--- src/rtl/fetch_stage.sv ---
// Instruction fetch stage: PC register, a one-deep fetch buffer fed by a
// variable-latency instruction memory, and the IF/ID pipeline register.
// At most one memory read is outstanding at any time. A redirect from Execute
// can arrive at any point in the read, so a read that is still in flight when
// a redirect arrives is drained and its data thrown away.
module fetch_stage #(
  parameter logic [31:0] RESET_PC  = 32'h0000_0000,
  parameter logic [31:0] NOP_INSTR = 32'h0000_0013
) (
  input  logic        clk,
  input  logic        rst_n,
  // hazard unit controls
  input  logic        StallF,
  input  logic        StallD,
  input  logic        FlushD,
  // redirect from Execute
  input  logic        PCSrcE,
  input  logic [31:0] PCTargetE,
  // instruction memory read port
  output logic        ImemReq,
  output logic [31:0] ImemAddr,
  input  logic        ImemRValid,
  input  logic [31:0] ImemRData,
  // IF/ID register
  output logic [31:0] InstrD,
  output logic [31:0] PCD,
  output logic [31:0] PCPlus4D,
  output logic        ValidD,
  output logic        FetchBusyF
);

  // IDLE  : ready to issue a read for PCF
  // WAIT  : read outstanding, data still wanted
  // READY : fetch buffer holds the instruction at PCF
  // DRAIN : read outstanding, data no longer wanted (redirected meanwhile)
  typedef enum logic [1:0] {
    IDLE  = 2'd0,
    WAIT  = 2'd1,
    READY = 2'd2,
    DRAIN = 2'd3
  } state_t;

  localparam logic [31:0] PC_STEP = 32'd4;

  state_t      state;
  state_t      state_next;
  logic [31:0] pcf;
  logic [31:0] pcf_next;
  logic [31:0] pcf_plus4;
  logic [31:0] redirect_pc;
  logic [31:0] fb_instr;
  logic [31:0] fb_pc;
  logic        fb_load;
  logic        transfer;
  logic        req_raw;

  // Targets are forced word-aligned; the +4 wraps naturally at 2^32.
  assign redirect_pc = {PCTargetE[31:2], 2'b00};
  assign pcf_plus4   = pcf + PC_STEP;

  // Next-state, next-PC and buffer/transfer strobes.
  // NOTE: every output of this block gets a default first so no path can leave
  // a value unassigned, which is what would otherwise infer a latch.
  always_comb begin
    state_next = state;
    pcf_next   = pcf;
    fb_load    = 1'b0;
    transfer   = 1'b0;
    req_raw    = 1'b0;
    unique case (state)
      IDLE: begin
        if (PCSrcE) begin
          pcf_next = redirect_pc;
        end else begin
          req_raw    = 1'b1;
          state_next = WAIT;
        end
      end
      WAIT: begin
        if (PCSrcE) begin
          pcf_next   = redirect_pc;
          // Data arriving with the redirect is stale; nothing left in flight.
          state_next = ImemRValid ? IDLE : DRAIN;
        end else if (ImemRValid) begin
          fb_load    = 1'b1;
          state_next = READY;
        end
      end
      DRAIN: begin
        if (PCSrcE) begin
          pcf_next = redirect_pc;
        end
        if (ImemRValid) begin
          state_next = IDLE;
        end
      end
      READY: begin
        if (PCSrcE) begin
          pcf_next   = redirect_pc;
          state_next = IDLE;
        end else if (!StallF && !StallD) begin
          transfer   = 1'b1;
          pcf_next   = pcf_plus4;
          state_next = IDLE;
        end
      end
      default: state_next = IDLE;
    endcase
  end

  // FSM state, PC and fetch buffer registers.
  // NOTE: sequential state uses non-blocking assignments so every register
  // samples pre-edge values regardless of block evaluation order.
  always_ff @(posedge clk or negedge rst_n) begin
    if (!rst_n) begin
      state    <= IDLE;
      pcf      <= RESET_PC;
      fb_instr <= '0;
      fb_pc    <= '0;
    end else begin
      state <= state_next;
      pcf   <= pcf_next;
      if (fb_load) begin
        fb_instr <= ImemRData;
        fb_pc    <= pcf;
      end
    end
  end

  // IF/ID register: flush beats stall beats transfer; otherwise a bubble.
  always_ff @(posedge clk or negedge rst_n) begin
    if (!rst_n) begin
      InstrD   <= NOP_INSTR;
      PCD      <= '0;
      PCPlus4D <= '0;
      ValidD   <= 1'b0;
    end else if (FlushD) begin
      InstrD   <= NOP_INSTR;
      PCD      <= '0;
      PCPlus4D <= '0;
      ValidD   <= 1'b0;
    end else if (StallD) begin
      InstrD   <= InstrD;
      PCD      <= PCD;
      PCPlus4D <= PCPlus4D;
      ValidD   <= ValidD;
    end else if (transfer) begin
      InstrD   <= fb_instr;
      PCD      <= fb_pc;
      PCPlus4D <= fb_pc + PC_STEP;
      ValidD   <= 1'b1;
    end else begin
      InstrD   <= NOP_INSTR;
      PCD      <= '0;
      PCPlus4D <= '0;
      ValidD   <= 1'b0;
    end
  end

  // The request is gated by reset so nothing is issued while rst_n is low.
  assign ImemReq    = req_raw & rst_n;
  assign ImemAddr   = pcf;
  assign FetchBusyF = (state != READY);

endmodule
--- config.mk ---
export PLATFORM = sky130hd
export DESIGN_NAME = fetch_stage
export DESIGN_NICKNAME = d
export VERILOG_FILES = /design/src/rtl/fetch_stage.sv
export SDC_FILE = /design/constraint.sdc
export NUM_CORES = 1
export LEC_CHECK = 0
export CORE_ASPECT_RATIO = 0.7
export CORE_MARGIN = 1
export CORE_UTILIZATION = 40
export CTS_CLUSTER_DIAMETER = 40
export DETAILED_ROUTE_END_ITERATION = 10
export PLACE_DENSITY = 0.68
export SYNTH_ARGS = -nofsm -noshare
export SYNTH_HDL_FRONTEND = slang
export SYNTH_SLANG_ARGS = --single-unit
--- constraint.sdc ---
create_clock -name clk -period 2.91 [get_ports clk]
set_input_delay 0.582 -clock clk [delete_from_list [all_inputs] [get_ports clk]]
set_output_delay 0.582 -clock clk [all_outputs]
set_load 0.05 [all_outputs]
After elaboration in Yosys (flattened, before gate mapping)
Cells that the tools add are included.
{ "word_totals": {"out_inout_bits": 131, "ff_bits": 195, "word_cells": 60} }
{ "op_classes": {"mux": 32, "reduce_logical": 7, "n_eq_ne": 10, "bitwise_logic": 1, "addsub": 2} }
{ "op_table": {"columns": ["op", "n"], "rows": [
  ["2-to-1 mux 32 bit", 12],
  ["adder 32 x 3 -> 32 bit (second input constant)", 2],
  ["one-hot mux 32 bit (2 select lines)", 1],
  ["2-to-1 mux 2 bit", 7],
  ["2-to-1 mux 1 bit", 11],
  ["one-hot mux 2 bit (4 select lines)", 1],
  ["!= test 2 bit (second input constant)", 3],
  ["!= test 3 bit (second input constant)", 2],
  ["equality test 2 bit (second input constant)", 2],
  ["!= test 2 x 1 -> 1 bit (second input constant)", 2],
  ["AND reduction 4 bit", 1],
  ["OR reduction 3 bit", 1],
  ["equality test 2 x 1 -> 1 bit (second input constant)", 1],
  ["zero test 1 bit", 2],
  ["zero test 2 bit", 1],
  ["AND reduction 2 bit", 1],
  ["bitwise AND 1 bit", 1],
  ["logical AND 1 bit", 1]
]} }

Depth between registers and ports, before layout
Gate-level depths: netlist of run 1.
{ "logic_depth": {"depth_word": 8, "mapped_depth": 7, "depth_no_buf": 6} }

Least setup slack after synthesis of run 1
OpenSTA, ideal clock, no wires.
{ "synth_path": {"path_type": "input port to output port", "from": "input port PCSrcE", "to": "output port ImemReq", "arrival_ns": 2.574, "cell_stages": 3, "path_buffers": 2, "t_required_ns": 2.328, "path_slack_ns": -0.246, "cell_sequence": "clkbuf_1 -> clkbuf_1 -> nor4b_1"} }
{ "synth_via": {"elab_chain_cells": 3} }
{ "synth_lines": {"columns": ["element", "line", "text"], "rows": [
  ["from (decl)", "17", "input logic PCSrcE,"],
  ["2-to-1 mux 1 bit", "72", "if (PCSrcE) begin"],
  ["2-to-1 mux 1 bit", "70", "unique case (state)"],
  ["bitwise AND 1 bit", "161", "assign ImemReq = req_raw & rst_n;"],
  ["to (decl)", "20", "output logic ImemReq,"]
]} }
No other way between the ends.

Worst setup path in the final report of run 1
{ "layout_path": {"from": "register state[0]", "to": "output port FetchBusyF"} }
{ "layout_via": {"elab_chain_cells": 1} }
{ "layout_lines": {"columns": ["element", "line", "text"], "rows": [
  ["from (decl)", "45", "state_t state;"],
  ["from (signal assigned)", "121", "state <= state_next;"],
  ["!= test 2 bit", "163", "assign FetchBusyF = (state != READY);"],
  ["to (decl)", "29", "output logic FetchBusyF"]
]} }
No other way between the ends.

==> run metrics, run 1 <==
FFs w/ async S/R, synth=1.000; Final TNS setup=0 ns; most numerous cell in the Yosys netlist=dfrtp_1; worst r2r src=state[0]; DRC errors left=0; Final #Nets=945; post-synthesis sequential area ratio=0.5873; DP Wirelength=14.84 mm; CTS resizes=0; Synth cell types=46; WP data required=2.33 ns; Mapped Cells=681; P&R area growth vs syn=36.20%; Clock Sinks=approximately 190; cell taking the most area after synthesis=dfrtp_1; fin crit period=2.502 ns; hold slack final=0.04680 ns; # hold bufs at CTS=0; Die W=171.2 um; Max-Slew Margin vs Limit=0.4381; # placed instances=about 1100; vias in the first global route=slightly below 6000; # setup viols final=0; worst endpoint data arrival time=1.92 ns; Post-Layout Cell Count=roughly 1100; Worst-Skew Late Latency=0.42 ns; #FFs+latches synth=188; Initial DRC Count=462; Routed Antenna Nets=0; Rows=42; largest net degree at the start of global routing=162; Post-CTS Setup Repair Bufs=0; status=complete, no violations; first-pass GRT wire length=33.49 mm; Crit Path Class=reg2out; Post-Route Skew=approximately 0.01 ns; via count=about 6000; P_leak=4.520 nW; CTS tree=done; gpl congestion=0.8491; global-route usage over all layers=0.2138; HP Class=in2async; total I/O pin count=around 200; Max Buffers Root-to-Sink=2; Cell Pwr Density=691.6 nW/um^2; Final Cycle Share=0.8598; R2R setup slack=~0.64 ns; Synth Warn #=0; Synth top cells by count=dfrtp_1, nand2_1, a22o_1, mux2_2, o21ai_0; GR Overflow Total=0; vias per cell=5.297; Die Y=around 120 um; post-synth top area share=0.5775; Total Wirelength=between 20 and 25 mm; CP max FO=9; Clock transition at path regs=0.07 ns; Routed WL per cell=18.53 um; Post-Syn Area=between 8000 and 9000 um^2; Worst Tran Pin Value=between 0.8 and 0.9 ns; drt pass-1 iters=5; syn_area_per_cell=11.77 um^2; Max Freq=0.3997 GHz; worst vdd ir=0.0003836 V; initial antenna violation count=0; FF-to-FF path depth=6; CTS root buf=clkbuf_16; Max Cap Viol=0; clock buffer count from CTS=17; CTS H-tree lvls=4; diodes inserted=0; Area contributors post-synth=dfrtp_1, mux2_2, a22o_1, nand2_1, o21ai_0; Die ar.=20620 um^2; Post-synth EDFFs=0; share of cells above drive strength 1=0.1412; R2R Path End=ImemAddr[19]; Port-buffer cells=197; crit end category=output port; Starting Density=0.4157; main flop type after synthesis=dfrtp_1; core box area=a little under 20000 um^2; unrepaired setup endpoints after global routing=no; Final Util=0.5661; Final Hold Viols=0; fin. max-slew vios=0; Startpoint Class=flop
==> how the worst max path moves through the flow <==
stage                         from            to  slack (ns)  cells past startpoint
after floorplan             PCSrcE       ImemReq        0.45                      3
after detailed placement    StallF  ImemAddr[19]        0.16                      7
final                     state[0]    FetchBusyF        0.41                      2
after CTS                 state[0]    FetchBusyF        0.39                      2
after global placement      StallF  ImemAddr[19]        0.20                      7
after global routing      state[0]    FetchBusyF        0.31                      2
==> power by group <==
part	switching, mW	internal, mW	leakage [nW]
logic	0.755	0.782	1.81
registers	0.600	3.11	2.44
clock network	1.09	1.21	0.278
total	2.44	5.11	4.52
==> critical path, cell delays in order (launching register included) <==
cell             delay, ns
dfrtp_1               0.49
nand2b_1              0.19
clkdlybuf4s50_1       0.82
==> final cells by class <==
type	instances	area [um^2]
fillers	1668	8368
flip-flops and latches	188	4708
inverters	8	30.03
clock inverters	15	155.1
multi-input cells	442	3103
repair buffers	215	2166
clock buffers	17	425.4
well taps	264	330.3
==> stage by stage <==
step           total power [mW]  worst slack (ns)  area, um^2
5_1_grt                   7.933            0.3053       10920
6_report                  7.550            0.4079       10920
3_5_place_dp              5.305            0.1553       10340
3_3_place_gp              5.247            0.1953       10340
4_1_cts                   7.620            0.3909       10920
2_1_floorplan             4.625            0.4498        8026
==> state kept, by name (all words and copies together), names as in the netlist <==
| signal | cells |
|---|---|
| ValidD | 1 |
| fb_instr | 32 |
| state | 2 |
| PCD | 31 |
| ImemAddr | 30 |
| InstrD | 32 |
| PCPlus4D | 30 |
| fb_pc | 30 |
==> kinds of logic (layout without fill, tap and decap cells) <==
family                   after synthesis  count (layout)  share of synthesized area
AO/OA/AOI/OAI                        135             135                     0.1161
XOR/XNOR                              51              51                    0.05572
adder cells (fa/ha/maj)                2               2                   0.003121
buffers and inverters                 52             255                    0.02872
flip-flops                           188             188                     0.5873
multiplexers                          60              60                    0.08413
other                                  1               2                  0.0004678
AND/OR/NAND/NOR                      192             192                     0.1244
==> cell usage in the layout, fill, tap and decap left out, types with 17 or more instances in the layout <==
cell,n
nand3_1,19
xnor2_1,27
a22o_1,59
nand2_1,82
mux2_2,59
o21ai_0,51
xor2_1,24
clkdlybuf4s50_1,194
dfrtp_1,185
nand4_1,20
clkbuf_16,17
==> layer usage <==
layer	GRT usage	part of all wire	vias up
met1	0.3421	0.52	3046
met2	0.2810	0.40	218
met3	0.06056	0.075	4
met4	0.04074	0.0023	0
li1	-	-	2818
met5	0	0	-
(Power assumes the default switching activity.)
==> run 2, diff against run 1 <==
--- a/config.mk
+++ b/config.mk
@@ -5,6 +5,7 @@
 export SDC_FILE = /design/constraint.sdc
 export NUM_CORES = 1
 export LEC_CHECK = 0
+export CAP_MARGIN = 15
 export CORE_ASPECT_RATIO = 0.7
 export CORE_MARGIN = 1
 export CORE_UTILIZATION = 40
==> results of run 2 <==
Final layout, timing and power as in run 1 (identical DEF).
